[src/rtl/ram_port_arbiter_if.sv]
// ram_port_arbiter_if: groups the two requester handshakes and the RAM
// port signals shared by the arbiter. The slave modport is the arbiter
// itself. The master modport is the environment: the client engines plus
// the RAM instance.
interface ram_port_arbiter_if #(
    parameter int ADDR_W = 4,
    parameter int DATA_W = 8
);
    // requester 0
    logic              req0;
    logic              we0;
    logic [ADDR_W-1:0] addr0;
    logic [DATA_W-1:0] wdata0;
    logic              gnt0;
    logic              rvalid0;
    logic [DATA_W-1:0] rdata0;

    // requester 1
    logic              req1;
    logic              we1;
    logic [ADDR_W-1:0] addr1;
    logic [DATA_W-1:0] wdata1;
    logic              gnt1;
    logic              rvalid1;
    logic [DATA_W-1:0] rdata1;

    // RAM write port A and read port B
    logic              ram_wr_en;
    logic [ADDR_W-1:0] ram_wr_addr;
    logic [DATA_W-1:0] ram_wr_data;
    logic              ram_rd_en;
    logic [ADDR_W-1:0] ram_rd_addr;
    logic [DATA_W-1:0] ram_rd_data;

    modport slave (
        input  req0, we0, addr0, wdata0,
        output gnt0, rvalid0, rdata0,
        input  req1, we1, addr1, wdata1,
        output gnt1, rvalid1, rdata1,
        output ram_wr_en, ram_wr_addr, ram_wr_data,
        output ram_rd_en, ram_rd_addr,
        input  ram_rd_data
    );

    modport master (
        output req0, we0, addr0, wdata0,
        input  gnt0, rvalid0, rdata0,
        output req1, we1, addr1, wdata1,
        input  gnt1, rvalid1, rdata1,
        input  ram_wr_en, ram_wr_addr, ram_wr_data,
        input  ram_rd_en, ram_rd_addr,
        output ram_rd_data
    );
endinterface

[src/rtl/ram_port_arbiter.sv]
// ram_port_arbiter: shares one dual-port RAM (write port A, read port B)
// between two requesters. Writes and reads each have their own round-robin
// arbiter, so one write and one read can issue in the same cycle. Grants are
// combinational. Read data returns one cycle later to the requester that
// owned the read.
// Optional feature macro: RAM_ARB_RAW_FWD_EN. When it is defined, a read that
// hits the same address as a same-cycle write returns the new write data.
module ram_port_arbiter #(
    parameter int ADDR_W = 4,
    parameter int DATA_W = 8
) (
    input  logic               clk,
    input  logic               rst_n,
    ram_port_arbiter_if.slave  bus
);

    logic              wr_req0;
    logic              wr_req1;
    logic              rd_req0;
    logic              rd_req1;
    logic              wr_gnt0;
    logic              wr_gnt1;
    logic              rd_gnt0;
    logic              rd_gnt1;
    logic              wr_ptr;
    logic              rd_ptr;
    logic [1:0]        rd_owner;
    logic [ADDR_W-1:0] wr_addr_mux;
    logic [DATA_W-1:0] wr_data_mux;
    logic [ADDR_W-1:0] rd_addr_mux;
    logic [DATA_W-1:0] ret_data;

    assign wr_req0 = bus.req0 &  bus.we0;
    assign wr_req1 = bus.req1 &  bus.we1;
    assign rd_req0 = bus.req0 & ~bus.we0;
    assign rd_req1 = bus.req1 & ~bus.we1;

    // Round-robin grants. Under contention the pointer picks the winner.
    // Everything is gated off while reset is asserted.
    always_comb begin
        wr_gnt0 = rst_n & wr_req0 & (~wr_req1 | ~wr_ptr);
        wr_gnt1 = rst_n & wr_req1 & (~wr_req0 |  wr_ptr);
        rd_gnt0 = rst_n & rd_req0 & (~rd_req1 | ~rd_ptr);
        rd_gnt1 = rst_n & rd_req1 & (~rd_req0 |  rd_ptr);
    end

    // Steer the granted requester's address and data onto the RAM ports.
    // With no grant, the ports are zero.
    always_comb begin
        wr_addr_mux = '0;
        wr_data_mux = '0;
        rd_addr_mux = '0;
        if (wr_gnt0) begin
            wr_addr_mux = bus.addr0;
            wr_data_mux = bus.wdata0;
        end else if (wr_gnt1) begin
            wr_addr_mux = bus.addr1;
            wr_data_mux = bus.wdata1;
        end
        if (rd_gnt0) begin
            rd_addr_mux = bus.addr0;
        end else if (rd_gnt1) begin
            rd_addr_mux = bus.addr1;
        end
    end

    assign bus.gnt0        = wr_gnt0 | rd_gnt0;
    assign bus.gnt1        = wr_gnt1 | rd_gnt1;
    assign bus.ram_wr_en   = wr_gnt0 | wr_gnt1;
    assign bus.ram_wr_addr = wr_addr_mux;
    assign bus.ram_wr_data = wr_data_mux;
    assign bus.ram_rd_en   = rd_gnt0 | rd_gnt1;
    assign bus.ram_rd_addr = rd_addr_mux;

    // Pointers pass priority to the losing requester after each contended
    // grant. The read owner remembers who should receive next cycle's data.
    always_ff @(posedge clk or negedge rst_n) begin
        if (!rst_n) begin
            wr_ptr   <= 1'b0;
            rd_ptr   <= 1'b0;
            rd_owner <= 2'b00;
        end else begin
            if (wr_req0 & wr_req1) begin
                wr_ptr <= ~wr_ptr;
            end
            if (rd_req0 & rd_req1) begin
                rd_ptr <= ~rd_ptr;
            end
            rd_owner <= {rd_gnt1, rd_gnt0};
        end
    end

`ifdef RAM_ARB_RAW_FWD_EN
    logic              fwd_valid;
    logic [DATA_W-1:0] fwd_data;

    // Capture the write data when a read hits the same address in the same
    // cycle, because the RAM itself would return the old contents.
    always_ff @(posedge clk or negedge rst_n) begin
        if (!rst_n) begin
            fwd_valid <= 1'b0;
            fwd_data  <= '0;
        end else begin
            fwd_valid <= bus.ram_wr_en & bus.ram_rd_en &
                         (wr_addr_mux == rd_addr_mux);
            fwd_data  <= wr_data_mux;
        end
    end

    assign ret_data = fwd_valid ? fwd_data : bus.ram_rd_data;
`else
    assign ret_data = bus.ram_rd_data;
`endif

    assign bus.rvalid0 = rd_owner[0];
    assign bus.rvalid1 = rd_owner[1];
    assign bus.rdata0  = rd_owner[0] ? ret_data : '0;
    assign bus.rdata1  = rd_owner[1] ? ret_data : '0;

endmodule

[src/flat_wrapper.sv]
// flat-port wrapper written by rule: the top's interface ports become plain ports
module ram_port_arbiter_flat 
#(
    parameter int ADDR_W = 4,
    parameter int DATA_W = 8
)
  (clk, rst_n, bus_req0, bus_we0, bus_addr0, bus_wdata0, bus_gnt0, bus_rvalid0, bus_rdata0, bus_req1, bus_we1, bus_addr1, bus_wdata1, bus_gnt1, bus_rvalid1, bus_rdata1, bus_ram_wr_en, bus_ram_wr_addr, bus_ram_wr_data, bus_ram_rd_en, bus_ram_rd_addr, bus_ram_rd_data);
  ram_port_arbiter_if #(.ADDR_W(ADDR_W), .DATA_W(DATA_W)) bus_i ();
  input  logic clk;
  input  logic rst_n;
  input wire logic [$bits(bus_i.req0)-1:0] bus_req0;
  input wire logic [$bits(bus_i.we0)-1:0] bus_we0;
  input wire logic [$bits(bus_i.addr0)-1:0] bus_addr0;
  input wire logic [$bits(bus_i.wdata0)-1:0] bus_wdata0;
  output wire logic [$bits(bus_i.gnt0)-1:0] bus_gnt0;
  output wire logic [$bits(bus_i.rvalid0)-1:0] bus_rvalid0;
  output wire logic [$bits(bus_i.rdata0)-1:0] bus_rdata0;
  input wire logic [$bits(bus_i.req1)-1:0] bus_req1;
  input wire logic [$bits(bus_i.we1)-1:0] bus_we1;
  input wire logic [$bits(bus_i.addr1)-1:0] bus_addr1;
  input wire logic [$bits(bus_i.wdata1)-1:0] bus_wdata1;
  output wire logic [$bits(bus_i.gnt1)-1:0] bus_gnt1;
  output wire logic [$bits(bus_i.rvalid1)-1:0] bus_rvalid1;
  output wire logic [$bits(bus_i.rdata1)-1:0] bus_rdata1;
  output wire logic [$bits(bus_i.ram_wr_en)-1:0] bus_ram_wr_en;
  output wire logic [$bits(bus_i.ram_wr_addr)-1:0] bus_ram_wr_addr;
  output wire logic [$bits(bus_i.ram_wr_data)-1:0] bus_ram_wr_data;
  output wire logic [$bits(bus_i.ram_rd_en)-1:0] bus_ram_rd_en;
  output wire logic [$bits(bus_i.ram_rd_addr)-1:0] bus_ram_rd_addr;
  input wire logic [$bits(bus_i.ram_rd_data)-1:0] bus_ram_rd_data;
  assign bus_i.req0 = bus_req0;
  assign bus_i.we0 = bus_we0;
  assign bus_i.addr0 = bus_addr0;
  assign bus_i.wdata0 = bus_wdata0;
  assign bus_gnt0 = bus_i.gnt0;
  assign bus_rvalid0 = bus_i.rvalid0;
  assign bus_rdata0 = bus_i.rdata0;
  assign bus_i.req1 = bus_req1;
  assign bus_i.we1 = bus_we1;
  assign bus_i.addr1 = bus_addr1;
  assign bus_i.wdata1 = bus_wdata1;
  assign bus_gnt1 = bus_i.gnt1;
  assign bus_rvalid1 = bus_i.rvalid1;
  assign bus_rdata1 = bus_i.rdata1;
  assign bus_ram_wr_en = bus_i.ram_wr_en;
  assign bus_ram_wr_addr = bus_i.ram_wr_addr;
  assign bus_ram_wr_data = bus_i.ram_wr_data;
  assign bus_ram_rd_en = bus_i.ram_rd_en;
  assign bus_ram_rd_addr = bus_i.ram_rd_addr;
  assign bus_i.ram_rd_data = bus_ram_rd_data;
  ram_port_arbiter #(.ADDR_W(ADDR_W), .DATA_W(DATA_W)) u_core (.clk(clk), .rst_n(rst_n), .bus(bus_i));
endmodule
[config.mk]
export PLATFORM = sky130hd
export DESIGN_NAME = ram_port_arbiter_flat
export DESIGN_NICKNAME = d
export VERILOG_FILES = /design/src/rtl/ram_port_arbiter_if.sv /design/src/rtl/ram_port_arbiter.sv /design/src/flat_wrapper.sv
export SDC_FILE = /design/constraint.sdc
export NUM_CORES = 1
export LEC_CHECK = 0
export CAP_MARGIN = 0
export CORE_MARGIN = 4
export CORE_UTILIZATION = 24
export DETAILED_ROUTE_END_ITERATION = 12
export PLACE_DENSITY = 0.9
export SLEW_MARGIN = 25
export SYNTH_ARGS = -nofsm -noshare
export SYNTH_HDL_FRONTEND = slang
export SYNTH_SLANG_ARGS = --single-unit
[constraint.sdc]
create_clock -name clk -period 1.52 [get_ports clk]
set_clock_uncertainty 0.15 [all_clocks]
set_input_delay 0.228 -clock clk [delete_from_list [all_inputs] [get_ports clk]]
set_output_delay 0.228 -clock clk [all_outputs]
set_load 0.01 [all_outputs]
After elaboration in Yosys (flattened, before gate mapping)
Index checks and enable logic that the tools add are counted.
Widths: inputs -> output; s select.
- register bits: 4
- logic and storage cells: 41
- mux-type cells: 8
- bitwise operators: 30
- operators by type and width (kind ; number):
    $mux 8 ; 4
    $mux 4 ; 4
    $and 1x1->1 ; 14
    $not 1->1 ; 8
    $or 1x1->1 ; 8

Logic depth before layout (Yosys ltp)
Gate-level depths: netlist of run 1.
- word-level depth: 7
- mapped depth: 5
- depth with buffers taken out: 3

Worst setup path after synthesis of run 1
No wires, ideal clock.
- kind: flip-flop to output port
- from: reg u_core.wr_ptr
- to: out bus_ram_wr_addr[1]
- arrival time: 1070 ps
- required time: 1142 ps
- slack: 72 ps
- stages on the path, launching flop included: 4
- buffers on the path: 1
- cell sequence: dfrtp_1 -> o2111a_2 -> buf_6 -> a22o_1
- word-level cells in the longest chain between the ends: 4
- ends and longest elaborated chain (element ; line ; source):
    start: declaration ; ram_port_arbiter.sv:25 ; logic wr_ptr;
    start signal: assignment ; ram_port_arbiter.sv:84 ; wr_ptr <= ~wr_ptr;
    $or 1x1->1 or $not 1->1 (tied branches) ; ram_port_arbiter.sv:42, ram_port_arbiter.sv:41 ;
    $and 1x1->1 or $or 1x1->1 (tied branches) ; ram_port_arbiter.sv:42, ram_port_arbiter.sv:41 ;
    $mux 4 or $and 1x1->1 (tied branches) ; ram_port_arbiter.sv:56, ram_port_arbiter.sv:41 ;
    $mux 4 (*) ; ram_port_arbiter.sv:53 ; if (wr_gnt0) begin
    end: declaration ; flat_wrapper.sv:26 ; output wire logic [$bits(bus_i.ram_wr_addr)-1:0] bus_ram_wr_addr;
Mark *: on every way between the ends. The rest lies on a longest branch, timed or not.

Worst setup path after layout of run 1
- from: reg u_core.wr_ptr
- to: out bus_ram_wr_addr[2]
The elaborated chain is that of the path after synthesis.

==> flow_metrics.env, run 1 <==
export IMPL_drtAntennaViolNets=0
export IMPL_layout_drive_gt1_share_pct=39.6
export IMPL_violations="setup timing"
export IMPL_final_util_pct=70.5
export IMPL_ir_drop_v=0.000398
export IMPL_switching_share_pct=35.2
export IMPL_cts_sinks=4
export IMPL_synth_warning_count=0
export IMPL_antenna_found_initial=0
export IMPL_use_met2_pct=36.5
export IMPL_seq_area_frac_synth_pct=18.7
export IMPL_nNetsFinal=204
export IMPL_reg2regPathDepth=3
export IMPL_worst_r2r_endpoint="u_core.rd_owner[0]"
export IMPL_io_pins=76
export IMPL_core_um2=2040
export IMPL_ys_ff_latch=4
export IMPL_status="finished with violations"
export IMPL_worst_pin_slew_ns=0.187
export IMPL_clkLatencyLatePin_ns=0.23
export IMPL_ctsHtreeMaxLevel=1
export IMPL_synth_area_top_cells="a22o_1 (21%), and2_1 (20%), dfrtp_1 (19%)"
export IMPL_final_common_cell="clkdlybuf4s50_1"
export IMPL_grt_pass1_wl_mm=4.84
export IMPL_holdPathStages=3
export IMPL_crit_path_end_kind="output port"
export IMPL_syn_area_um2=536
export IMPL_power_leakage_nw=0.761
export IMPL_timing_rr_start="u_core.rd_ptr"
export IMPL_num_rows=16
export IMPL_max_cap_viol_count=0
export IMPL_critPathSlowestCell="dfrtp_1"
export IMPL_place_congestion=0.825
export IMPL_max_slew_margin_rel_pct=87.5
export IMPL_rsz0062_at_grt="true"
export IMPL_synthToLayoutAreaGrowth_pct=169
export IMPL_start_kind="register"
export IMPL_grtUsageMet3_pct=5.59
export IMPL_min_period_ns=1.82
export IMPL_root_buffer="clkbuf_4"
export IMPL_holdCritPathClass="primary input to register"
export IMPL_cts_tree="done"
export IMPL_power_share_clock_pct=17.3
export IMPL_overflow=0
export IMPL_die_area_um2=3050
export IMPL_finalHoldViolCount=0
export IMPL_dp_hpwl_mm=2.33
export IMPL_seqPwrFrac_pct=23.7
export IMPL_p_int_mw=0.487
export IMPL_cts_buffer_depth=2
export IMPL_crit_required_ns=1.14
export IMPL_diodes=0
export IMPL_crit_cells=4
export IMPL_yosys_area_top_type="a22o_1"
export IMPL_worstHoldStart="bus_req1"
export IMPL_busiest_layer="met2"
export IMPL_cp_arrival_ns=1.44
export IMPL_fmax_mhz=549
export IMPL_drc=0
export IMPL_drtPass1Iterations=4
export IMPL_worst_path_max_fanout=4
export IMPL_wl_per_cell_um=16.8
export IMPL_drtIter0Drc=11
export IMPL_syn_inst=65
export IMPL_pwr_share_comb_pct=58.9
export IMPL_synth_fp_nets=103
export IMPL_setup_viol=21
export IMPL_maxSlewViolCount=0
export IMPL_die_x_um=55.2
export IMPL_vias_per_cell=4.94
export IMPL_start_util_pct=26.2
export IMPL_cpLargestDelayFamily="compound AO/OA/AOI/OAI gates"
export IMPL_setup_ws_ns=-0.302
export IMPL_crit_path_max_incr_delay_ns=0.43
export IMPL_clk_pin_slew_worst_paths_ns=0.03
export IMPL_finalCritPeriodShare_pct=120
export IMPL_postPlaceCellArea_um2=1380
export IMPL_ff2ff_setup_slack_ns=0.46
export IMPL_worstSetupPathType="register to output port"
export IMPL_synthDistinctLibCells=22
export IMPL_min_to="u_core.wr_ptr"
export IMPL_use_met1_pct=21.1
export IMPL_fp_dieH_um=55.2
export IMPL_crit_chain="o2111a_2 -> buf_6 -> a22o_1 -> buf_2"
export IMPL_path_buf_inv=2
export IMPL_drt_total_wl_mm=3.22
export IMPL_cellPowerDensity_nw_per_um2=522
export IMPL_switchingPower_mw=0.264
export IMPL_synth_avg_cell_area_um2=8.24
export IMPL_first_global_vias=934
export IMPL_vias=943
export IMPL_synth_top_area_share_pct=21.3
export IMPL_final_area_um2=1440
export IMPL_port_buffers=75
export IMPL_grt_start_max_net_pins=10
export IMPL_cts_buffers=3
export IMPL_track_usage_pct=20.0
export IMPL_layout_common_cells="clkdlybuf4s50_1 (32), buf_2 (21), and2_1 (16)"
[cell usage after synthesis]
cell,number
and2_1,17
a22o_1,13
nand2_1,5
dfrtp_1,4
nand3_1,4
o2111ai_1,3
a21boi_0,2
nand2b_1,2
or2_1,2
a31oi_2,1
and2b_1,1
and3b_1,1
buf_2,1
buf_4,1
buf_6,1
nand3b_1,1
nand4_1,1
nor2_1,1
o2111a_2,1
o211a_1,1
xnor2_1,1
xor2_1,1
[what timing repair did]
item	4_1_cts	5_1_grt
cloned	1	0
pin swaps	16	6
hold buffers	1	0
endpoints found under the setup margin	38	27
setup buffers	7	4
endpoints found under the hold margin	4	0
resized for setup	124	20
[flip-flops by register name, summed over array words and instances (netlist names)]
signal,flops
u_core.wr_ptr,1
u_core.rd_owner,2
u_core.rd_ptr,1
[layout make-up]
class / count / area, µm²
sequential: 4 / 103
fill: 169 / 603
tap: 27 / 33.8
clock buffer: 3 / 22.5
multi-input combinational: 59 / 470
timing repair buffer: 98 / 810
[kinds of logic after synthesis]
group | Yosys count | share of synthesized area, %
AOI/OAI and AO/OA | 21 | 35.5
xor gates and xnor gates | 2 | 3.27
buffers and inverters | 3 | 4.44
DFF | 4 | 18.7
and+or+nand+nor | 35 | 38.1
[how the worst max path moves through the flow]
stage | to | from | slack, ns
global route | bus_ram_wr_addr[2] | u_core.wr_ptr | -0.34
CTS | bus_ram_wr_addr[2] | u_core.wr_ptr | -0.32
detailed placement | bus_ram_wr_addr[2] | bus_req1 | -0.83
floorplan | bus_ram_wr_addr[1] | u_core.wr_ptr | 0.07
global placement | bus_ram_wr_data[3] | rst_n | -0.77
finish | bus_ram_wr_addr[2] | u_core.wr_ptr | -0.30
[tightest hold or removal path: cells and delay by family]
family,cells,cell delay (ns)
buffers and inverters,1,0.15
xor gates and xnor gates,1,0.06
and+or+nand+nor,1,0.12
[layer usage]
layer | wire length (µm) | share of wire [%] | vias up
li1 | - | - | 452
met5 | 0 | 0 | -
met3 | 275 | 8.5 | 6
met2 | 1640 | 51 | 52
met4 | 46 | 1.4 | 0
met1 | 1260 | 39 | 433
[power by group through the flow]
stage / sequential [mW] / combinational (mW) / clock [mW]
2_1_floorplan: 0.174 / 0.122 / 0
3_3_place_gp: 0.170 / 0.410 / 0
3_5_place_dp: 0.171 / 0.417 / 0
4_1_cts: 0.180 / 0.416 / 0.135
5_1_grt: 0.181 / 0.466 / 0.150
6_report: 0.178 / 0.442 / 0.130
[metrics by stage]
stage | hold slack [ns] | setup TNS [ns] | total power [mW] | std cells | worst slack (ns)
4_1_cts | 0.284 | -4.05 | 0.730 | 187 | -0.322
3_3_place_gp | 0.450 | -17.86 | 0.580 | 175 | -0.775
6_report | 0.220 | -4.14 | 0.751 | 191 | -0.302
3_5_place_dp | 0.462 | -19.12 | 0.588 | 175 | -0.835
2_1_floorplan | -0.218 | 0 | 0.297 | 65 | 0.0722
5_1_grt | 0.214 | -5.14 | 0.796 | 191 | -0.341
(Power assumes the default switching activity.)
==> inputs of run 2 (changes only) <==
--- a/config.mk
+++ b/config.mk
@@ -6,10 +6,11 @@
 export NUM_CORES = 1
 export LEC_CHECK = 0
 export CAP_MARGIN = 0
-export CORE_MARGIN = 4
-export CORE_UTILIZATION = 24
+export CORE_AREA = 4 4 41 43
 export DETAILED_ROUTE_END_ITERATION = 12
-export PLACE_DENSITY = 0.9
+export DIE_AREA = 0 0 45 47
+export DONT_BUFFER_PORTS = 1
+export PLACE_DENSITY = 0.64
 export SLEW_MARGIN = 25
 export SYNTH_ARGS = -nofsm -noshare
 export SYNTH_HDL_FRONTEND = slang
==> constraint.sdc (replaced) <==
create_clock -name clk -period 1.85 [get_ports clk]
set_clock_uncertainty 0.15 [all_clocks]
set_input_delay 0.2775 -clock clk [delete_from_list [all_inputs] [get_ports clk]]
set_output_delay 0.2775 -clock clk [all_outputs]
set_load 0.01 [all_outputs]
==> run 2 against run 1 <==
The run now ends clean. Count of clock-buffer cells in the layout is the same. Utilization shrank 27 points. Clock power shrank 18%. Power shrank 51%. Non-clock buffer count shrank 97. Sequential cell count is the same.
==> flow_metrics.env, run 2 (synthesized netlist as in run 1, its figures left out) <==
export IMPL_final_cells=81
export IMPL_drtAntennaViolNets=0
export IMPL_drtIter0Drc=4
export IMPL_cp_arrival_ns=1.33
export IMPL_ff_latch_area_um2=100
export IMPL_holdCritPathClass="primary input to register"
export IMPL_crit_path_end_kind="output port"
export IMPL_worstSetupPathType="register to output port"
export IMPL_drt_total_wl_mm=1.50
export IMPL_reg2regPathDepth=2
export IMPL_setup_viol=0
export IMPL_final_util_pct=43.9
export IMPL_nNetsFinal=106
export IMPL_finalHoldViolCount=0
export IMPL_setup_ws_ns=0.0920
export IMPL_start_util_pct=41.2
export IMPL_io_pins=76
export IMPL_layout_drive_gt1_share_pct=7.58
export IMPL_root_buffer="clkbuf_4"
export IMPL_fill_cells=138
export IMPL_max_cap_viol_count=0
export IMPL_holdPathStages=2
export IMPL_clk_pin_slew_worst_paths_ns=0.04
export IMPL_seqPwrFrac_pct=41.8
export IMPL_grt_start_max_net_pins=14
export IMPL_drtPass1Iterations=3
export IMPL_top_register="u_core.rd_owner"
export IMPL_diodes=0
export IMPL_dp_cells=77
export IMPL_port_buffers=0
export IMPL_num_rows=13
export IMPL_pre_cts_ws_ns=0.225
export IMPL_cts_sinks=4
export IMPL_min_to="u_core.wr_ptr"
export IMPL_p_int_mw=0.233
export IMPL_maxSlewViolCount=0
export IMPL_drc=0
export IMPL_wl_per_cell_um=18.5
export IMPL_ir_drop_v=0.000572
export IMPL_overflow=0
export IMPL_cts_tree="done"
export IMPL_fp_dieH_um=47
export IMPL_cellPowerDensity_nw_per_um2=648
export IMPL_vias=543
export IMPL_place_congestion=0.770
export IMPL_worst_pin_slew_ns=0.386
export IMPL_worst_r2r_endpoint="u_core.rd_owner[0]"
export IMPL_switchingPower_mw=0.138
export IMPL_ctsHtreeMaxLevel=1
export IMPL_grtUsageMet3_pct=5.36
export IMPL_power_leakage_nw=0.252
export IMPL_start_kind="register"
export IMPL_finalPower_mw=0.370
export IMPL_antenna_found_initial=0
export IMPL_worstHoldStart="bus_we1"
export IMPL_synthToLayoutAreaGrowth_pct=6.78
export IMPL_power_share_clock_pct=29.0
export IMPL_final_common_cell="and2_1"
export IMPL_busiest_layer="met2"
export IMPL_timing_rr_start="u_core.rd_ptr"
export IMPL_max_slew_margin_rel_pct=74.0
export IMPL_use_met1_pct=15.4
export IMPL_pwr_share_comb_pct=29.3
export IMPL_largest_register_ffs=2
export IMPL_min_period_ns=1.76
export IMPL_ff2ff_setup_slack_ns=0.75
export IMPL_finalCritPeriodShare_pct=95.0
export IMPL_track_usage_pct=12.5
export IMPL_use_met2_pct=21.8
export IMPL_worst_path_max_fanout=6
export IMPL_die_area_um2=2120
export IMPL_vias_per_cell=6.70
export IMPL_multi_input_area_um2=420
export IMPL_grt_pass1_wl_mm=1.99
export IMPL_setup_tns_final_ns=0
export IMPL_rsz0062_at_grt="false"
export IMPL_layout_common_cells="and2_1 (17), a22o_1 (13), nand2_1 (5)"
export IMPL_cts_buffer_depth=2
export IMPL_core_um2=1300
export IMPL_cts_buffers=3
export IMPL_switching_share_pct=37.2
export IMPL_die_x_um=45
export IMPL_status="completed"
export IMPL_first_global_vias=472
export IMPL_fmax_mhz=569
export IMPL_clkLatencyLatePin_ns=0.23
export IMPL_crit_required_ns=1.42
export IMPL_reg_top3="u_core.rd_owner x2, u_core.rd_ptr x1, u_core.wr_ptr x1"
[run 2: cell count changes in the layout (fill, tap and decap cells not counted), sizes merged]
| cell | previous run | this run |
|---|---|---|
| buf | 42 | 0 |
| clkbuf | 8 | 3 |
| clkdlybuf4s15 | 3 | 0 |
| clkdlybuf4s50 | 32 | 0 |
| dlygate4sd2 | 15 | 0 |
| o2111a | 2 | 1 |
[run 2: timing repair]
item / CTS / global route
hold buffers: 1 / 0
setup endpoints to repair: 12 / 0
hold endpoints to repair: 4 / 0
resized for setup: 1 / 0
setup buffers: 0 / 0
[run 2: layer usage]
metal / routed length, µm / vias up / part of all wire (%)
met3: 191 / 0 / 13
met2: 765 / 39 / 51
met5: 0 / - / 0
met1: 544 / 257 / 36
met4: 0 / 0 / 0
li1: - / 247 / -
[run 2: cell type report]
cell class	instances	area share (%)
multi-input combinational	58	73.5
sequential	4	17.5
clock buffer	3	3.94
tap	15	3.28
timing repair buffer	1	1.75
[run 2: worst max path at each step]
stage | from | to | cells past startpoint
finish | u_core.rd_ptr | bus_gnt0 | 3
global route | u_core.rd_ptr | bus_gnt0 | 3
CTS | u_core.wr_ptr | bus_ram_wr_data[0] | 2
detailed placement | u_core.wr_ptr | bus_ram_wr_data[0] | 2
global placement | u_core.wr_ptr | bus_ram_wr_data[0] | 2
floorplan | u_core.wr_ptr | bus_ram_wr_addr[1] | 3
[run 2: power groups by stage]
stage | sequential, mW | clock (mW) | combinational (mW)
2_1_floorplan | 0.143 | 0 | 0.100
3_3_place_gp | 0.150 | 0 | 0.105
3_5_place_dp | 0.153 | 0 | 0.105
4_1_cts | 0.155 | 0.113 | 0.110
5_1_grt | 0.159 | 0.120 | 0.118
6_report | 0.155 | 0.107 | 0.108
[run 2: worst max-delay path: stages, from the launching register on]
cell and delay, ns:
dfrtp_1 0.44, nand3b_1 0.17, and2_1 0.21, or2_1 0.27
[run 2: stage by stage]
step	hold slack (ns)	area (µm²)
final	0.0697	572
after global routing	0.0717	572
after CTS	0.0670	572
after detailed placement	-0.168	531
after global placement	-0.168	531
after floorplan	-0.168	536
==> inputs of run 3 (changes only) <==
==> constraint.sdc (replaced) <==
create_clock -name clk -period 1.65 [get_ports clk]
set_clock_uncertainty 0.15 [all_clocks]
set_input_delay 0.2475 -clock clk [delete_from_list [all_inputs] [get_ports clk]]
set_output_delay 0.2475 -clock clk [all_outputs]
set_load 0.01 [all_outputs]
==> run 3 against run 2 <==
The flow now finishes with violations (setup timing). Sequential power up 8%. Register-to-register slack got worse by 0.09 ns. Final cell count grew 7.4%. Power rose by 30%. Global-route usage is 1.7 points higher. First-iteration DRC count down 25%. Wire length increased by 19%. Non-clock buffer count is 5 higher. Sequential cell count is the same. Cell area grew 11%. Critical path depth is 1 lower. Count of clock-buffer cells in the layout stayed put. Highest routed layer is now met4.
==> flow_metrics.env, run 3 (synthesized netlist as in run 1, its figures left out) <==
export IMPL_layout_drive_gt1_share_pct=20.8
export IMPL_drtAntennaViolNets=0
export IMPL_ctsHtreeMaxLevel=1
export IMPL_first_global_vias=475
export IMPL_drt_total_wl_mm=1.79
export IMPL_crit_chain="o2111a_2 -> a22o_1"
export IMPL_root_buffer="clkbuf_4"
export IMPL_postPlaceCellArea_um2=546
export IMPL_fp_dieH_um=47
export IMPL_vias=590
export IMPL_grt_start_max_net_pins=14
export IMPL_finalCritPeriodShare_pct=100
export IMPL_final_util_pct=48.6
export IMPL_crit_required_ns=1.25
export IMPL_crit_path_end_kind="output port"
export IMPL_setup_viol=7
export IMPL_final_cells=87
export IMPL_cellPowerDensity_nw_per_um2=762
export IMPL_synthToLayoutAreaGrowth_pct=18.0
export IMPL_clk_pin_slew_worst_paths_ns=0.04
export IMPL_status="finished with violations"
export IMPL_setup_tns_final_ns=-0.0208
export IMPL_violations="setup timing"
export IMPL_fmax_mhz=605
export IMPL_vias_per_cell=6.78
export IMPL_worst_path_max_fanout=7
export IMPL_die_x_um=45
export IMPL_wl_per_cell_um=20.5
export IMPL_top_register="u_core.rd_owner"
export IMPL_antenna_found_initial=0
export IMPL_track_usage_pct=14.3
export IMPL_layout_common_cells="and2_1 (16), a22o_1 (12), nand2_1 (5)"
export IMPL_crit_path_max_incr_delay_ns=0.43
export IMPL_clkLatencyLatePin_ns=0.24
export IMPL_dp_cells=79
export IMPL_drtIter0Drc=3
export IMPL_holdCritPathClass="primary input to register"
export IMPL_reg_top3="u_core.rd_owner x2, u_core.rd_ptr x1, u_core.wr_ptr x1"
export IMPL_die_area_um2=2120
export IMPL_min_period_ns=1.65
export IMPL_maxSlewViolCount=0
export IMPL_rsz0062_at_grt="true"
export IMPL_worstSetupPathType="register to output port"
export IMPL_place_congestion=0.859
export IMPL_cts_tree="done"
export IMPL_port_buffers=0
export IMPL_cts_sinks=4
export IMPL_diodes=0
export IMPL_drc=0
export IMPL_critPathSlowestCell="dfrtp_2"
export IMPL_max_slew_margin_rel_pct=72.3
export IMPL_overflow=0
export IMPL_grt_pass1_wl_mm=2.21
export IMPL_start_kind="register"
export IMPL_finalHoldViolCount=0
export IMPL_start_util_pct=41.2
export IMPL_worst_pin_slew_ns=0.412
export IMPL_dp_hpwl_mm=1.30
export IMPL_fill_cells=126
export IMPL_io_pins=76
export IMPL_core_um2=1300
export IMPL_drtPass1Iterations=4
export IMPL_max_cap_viol_count=0
export IMPL_setup_ws_ns=-0.00391
export IMPL_num_rows=13
export IMPL_power_leakage_nw=0.286
export IMPL_final_area_um2=632
export IMPL_ir_drop_v=0.000522
export IMPL_cts_buffers=3
export IMPL_cts_buffer_depth=2
export IMPL_cp_arrival_ns=1.26
export IMPL_largest_register_ffs=2
export IMPL_final_common_cell="and2_1"
export IMPL_nNetsFinal=112
[run 3: critical path, delay by kind of cell (launching register included)]
kind           cells  cell delay, ns
flip-flops         1            0.43
AO/OA/AOI/OAI      2            0.58
[run 3: worst paths after layout]
check,slack [ns],endpoint,startpoint,depth (start not counted)
hold / removal,0.02,u_core.wr_ptr,bus_we1,2
hold reg to reg,0.47,u_core.wr_ptr,u_core.wr_ptr,2
setup reg to reg,0.66,u_core.rd_ptr,u_core.rd_ptr,2
setup / recovery,-0.004,bus_ram_wr_addr[1],u_core.wr_ptr,2
min in group asynchronous,0.14,u_core.rd_ptr,rst_n,1
max in group asynchronous,1.01,u_core.wr_ptr,rst_n,1
[run 3: per-stage QoR]
step	worst slack, ns	total power [mW]	hold slack (ns)
finish	-0.00391	0.482	0.0183
floorplan	0.183	0.273	-0.198
global route	-0.0410	0.510	0.0361
CTS	-0.00865	0.471	0.0169
detailed placement	0.193	0.293	-0.198
global placement	0.195	0.289	-0.198
[run 3: power breakdown]
part           total, mW  switching (mW)  internal, mW
registers          0.167          0.0378         0.129
clock network      0.123          0.0418        0.0814
logic              0.191          0.0955        0.0959
total              0.482           0.175         0.306
[run 3: what timing repair did]
item	4_1_cts	5_1_grt
hold endpoints to repair	4	0
endpoints found under the setup margin	15	15
gates cloned	1	0
setup buffers	2	1
resized for setup	2	4
pin swaps	12	3
hold buffers	1	0
[run 3: cell type report]
class,instances,area [µm²],share of cell area [%]
Multi-Input combinational cell,59,438,69.3
Timing Repair Buffer,6,51.3,8.12
Sequential cell,4,101,16.0
Tap cell,15,18.8,2.97
Clock buffer,3,22.5,3.56
[run 3: per-layer routing]
metal	GRT usage (%)	share of wire, %	up-vias	routed length [µm]
met5	0	0	-	0
met4	3.51	0.95	0	17
met3	5.75	13	3	227
met2	23.7	50	43	887
met1	17.2	37	281	655
li1	-	-	263	-
==> patch, RTL diff (flow settings as in run 1) <==
Add a define of `RAM_ARB_RAW_FWD_EN`.
--- a/src/rtl/ram_port_arbiter.sv
+++ b/src/rtl/ram_port_arbiter.sv
@@ -7,2 +7,4 @@
 // hits the same address as a same-cycle write returns the new write data.
+`define RAM_ARB_RAW_FWD_EN
+
 module ram_port_arbiter #(
Check against the original RTL: not equivalent (a bounded check fails within 4 cycles, from zero or initial values and one cycle with rst_n low).
==> patch against run 1 <==
Design area increased by 61%. Hold slack worse by 0.028 ns. Area after synthesis up 82%. Largest power group unchanged. Routed wire length rose by 52%. Worst setup slack lost 0.16 ns. The run still ends with negative setup slack left. Power rose by 95%. Sequential cell count is 9 higher.
==> patch: results <==
export IMPL_status="complete, but fails checks"
export IMPL_failed_checks="negative setup slack"
export IMPL_m1WireLength_um=1750
export IMPL_clkPwrFrac_pct=20.9
export IMPL_gp_congestion=0.837
export IMPL_syn_avg_cell_area_sq_um=9.09
export IMPL_reg2reg_to="u_core.fwd_valid$_DFF_PN0_"
export IMPL_grt_util_met1_pct=19.1
export IMPL_drive_gt1_share_pct=55.8
export IMPL_placed_cells_incl_taps=262
export IMPL_cp_arrival_ns=1.60
export IMPL_crit_end="bus_gnt1"
export IMPL_setup_violations=41
export IMPL_worst_slack_ns=-0.460
export IMPL_grt_pass1_vias=1503
export IMPL_r2r_cells=8
export IMPL_layout_nets=281
export IMPL_p_leak_uw=0.00114
export IMPL_drt_iter0_markers=35
export IMPL_place_ws_ns=-0.947
export IMPL_place_hpwl_um=3220
export IMPL_gr_usage_met3_pct=2.95
export IMPL_min_delay_start="bus_we0"
export IMPL_clkTransAtPathRegs_ns=0.06
export IMPL_synth_nets=145
[patch: cell types whose count changed after synthesis, sizes merged, moves of 3 or more]
cell	before	now
nor2b	0	17
nand3	4	1
nor2	1	4
dfrtp	4	13
and2	17	0
mux2i	0	9
nand2	5	10
o21ai	0	4
a21oi	0	4
inv	0	6
o2111ai	3	0
[patch: worst max-delay path, delay by kind of cell, from the launching register on]
family / cells / cell delay, ns
compound gates: 1 / 0.27
simple gates: 2 / 0.41
flops: 1 / 0.39
buf+inv: 2 / 0.29
[patch: layout make-up]
type	instances	area, sq um	area share [%]
Clock buffer	4	45.0	1.94
Inverter	6	22.5	0.969
Multi-Input combinational cell	84	782	33.7
Sequential cell	13	329	14.2
Tap cell	48	60.1	2.58
Timing Repair Buffer	135	1080	46.7
[patch: repair_timing]
action	in CTS	in global routing
hold buffers	1	0
gates resized for setup	186	42
gates cloned	2	0
setup endpoints to repair	47	43
hold endpoints to repair	13	0
pin swaps	22	7
buffers inserted	22	4
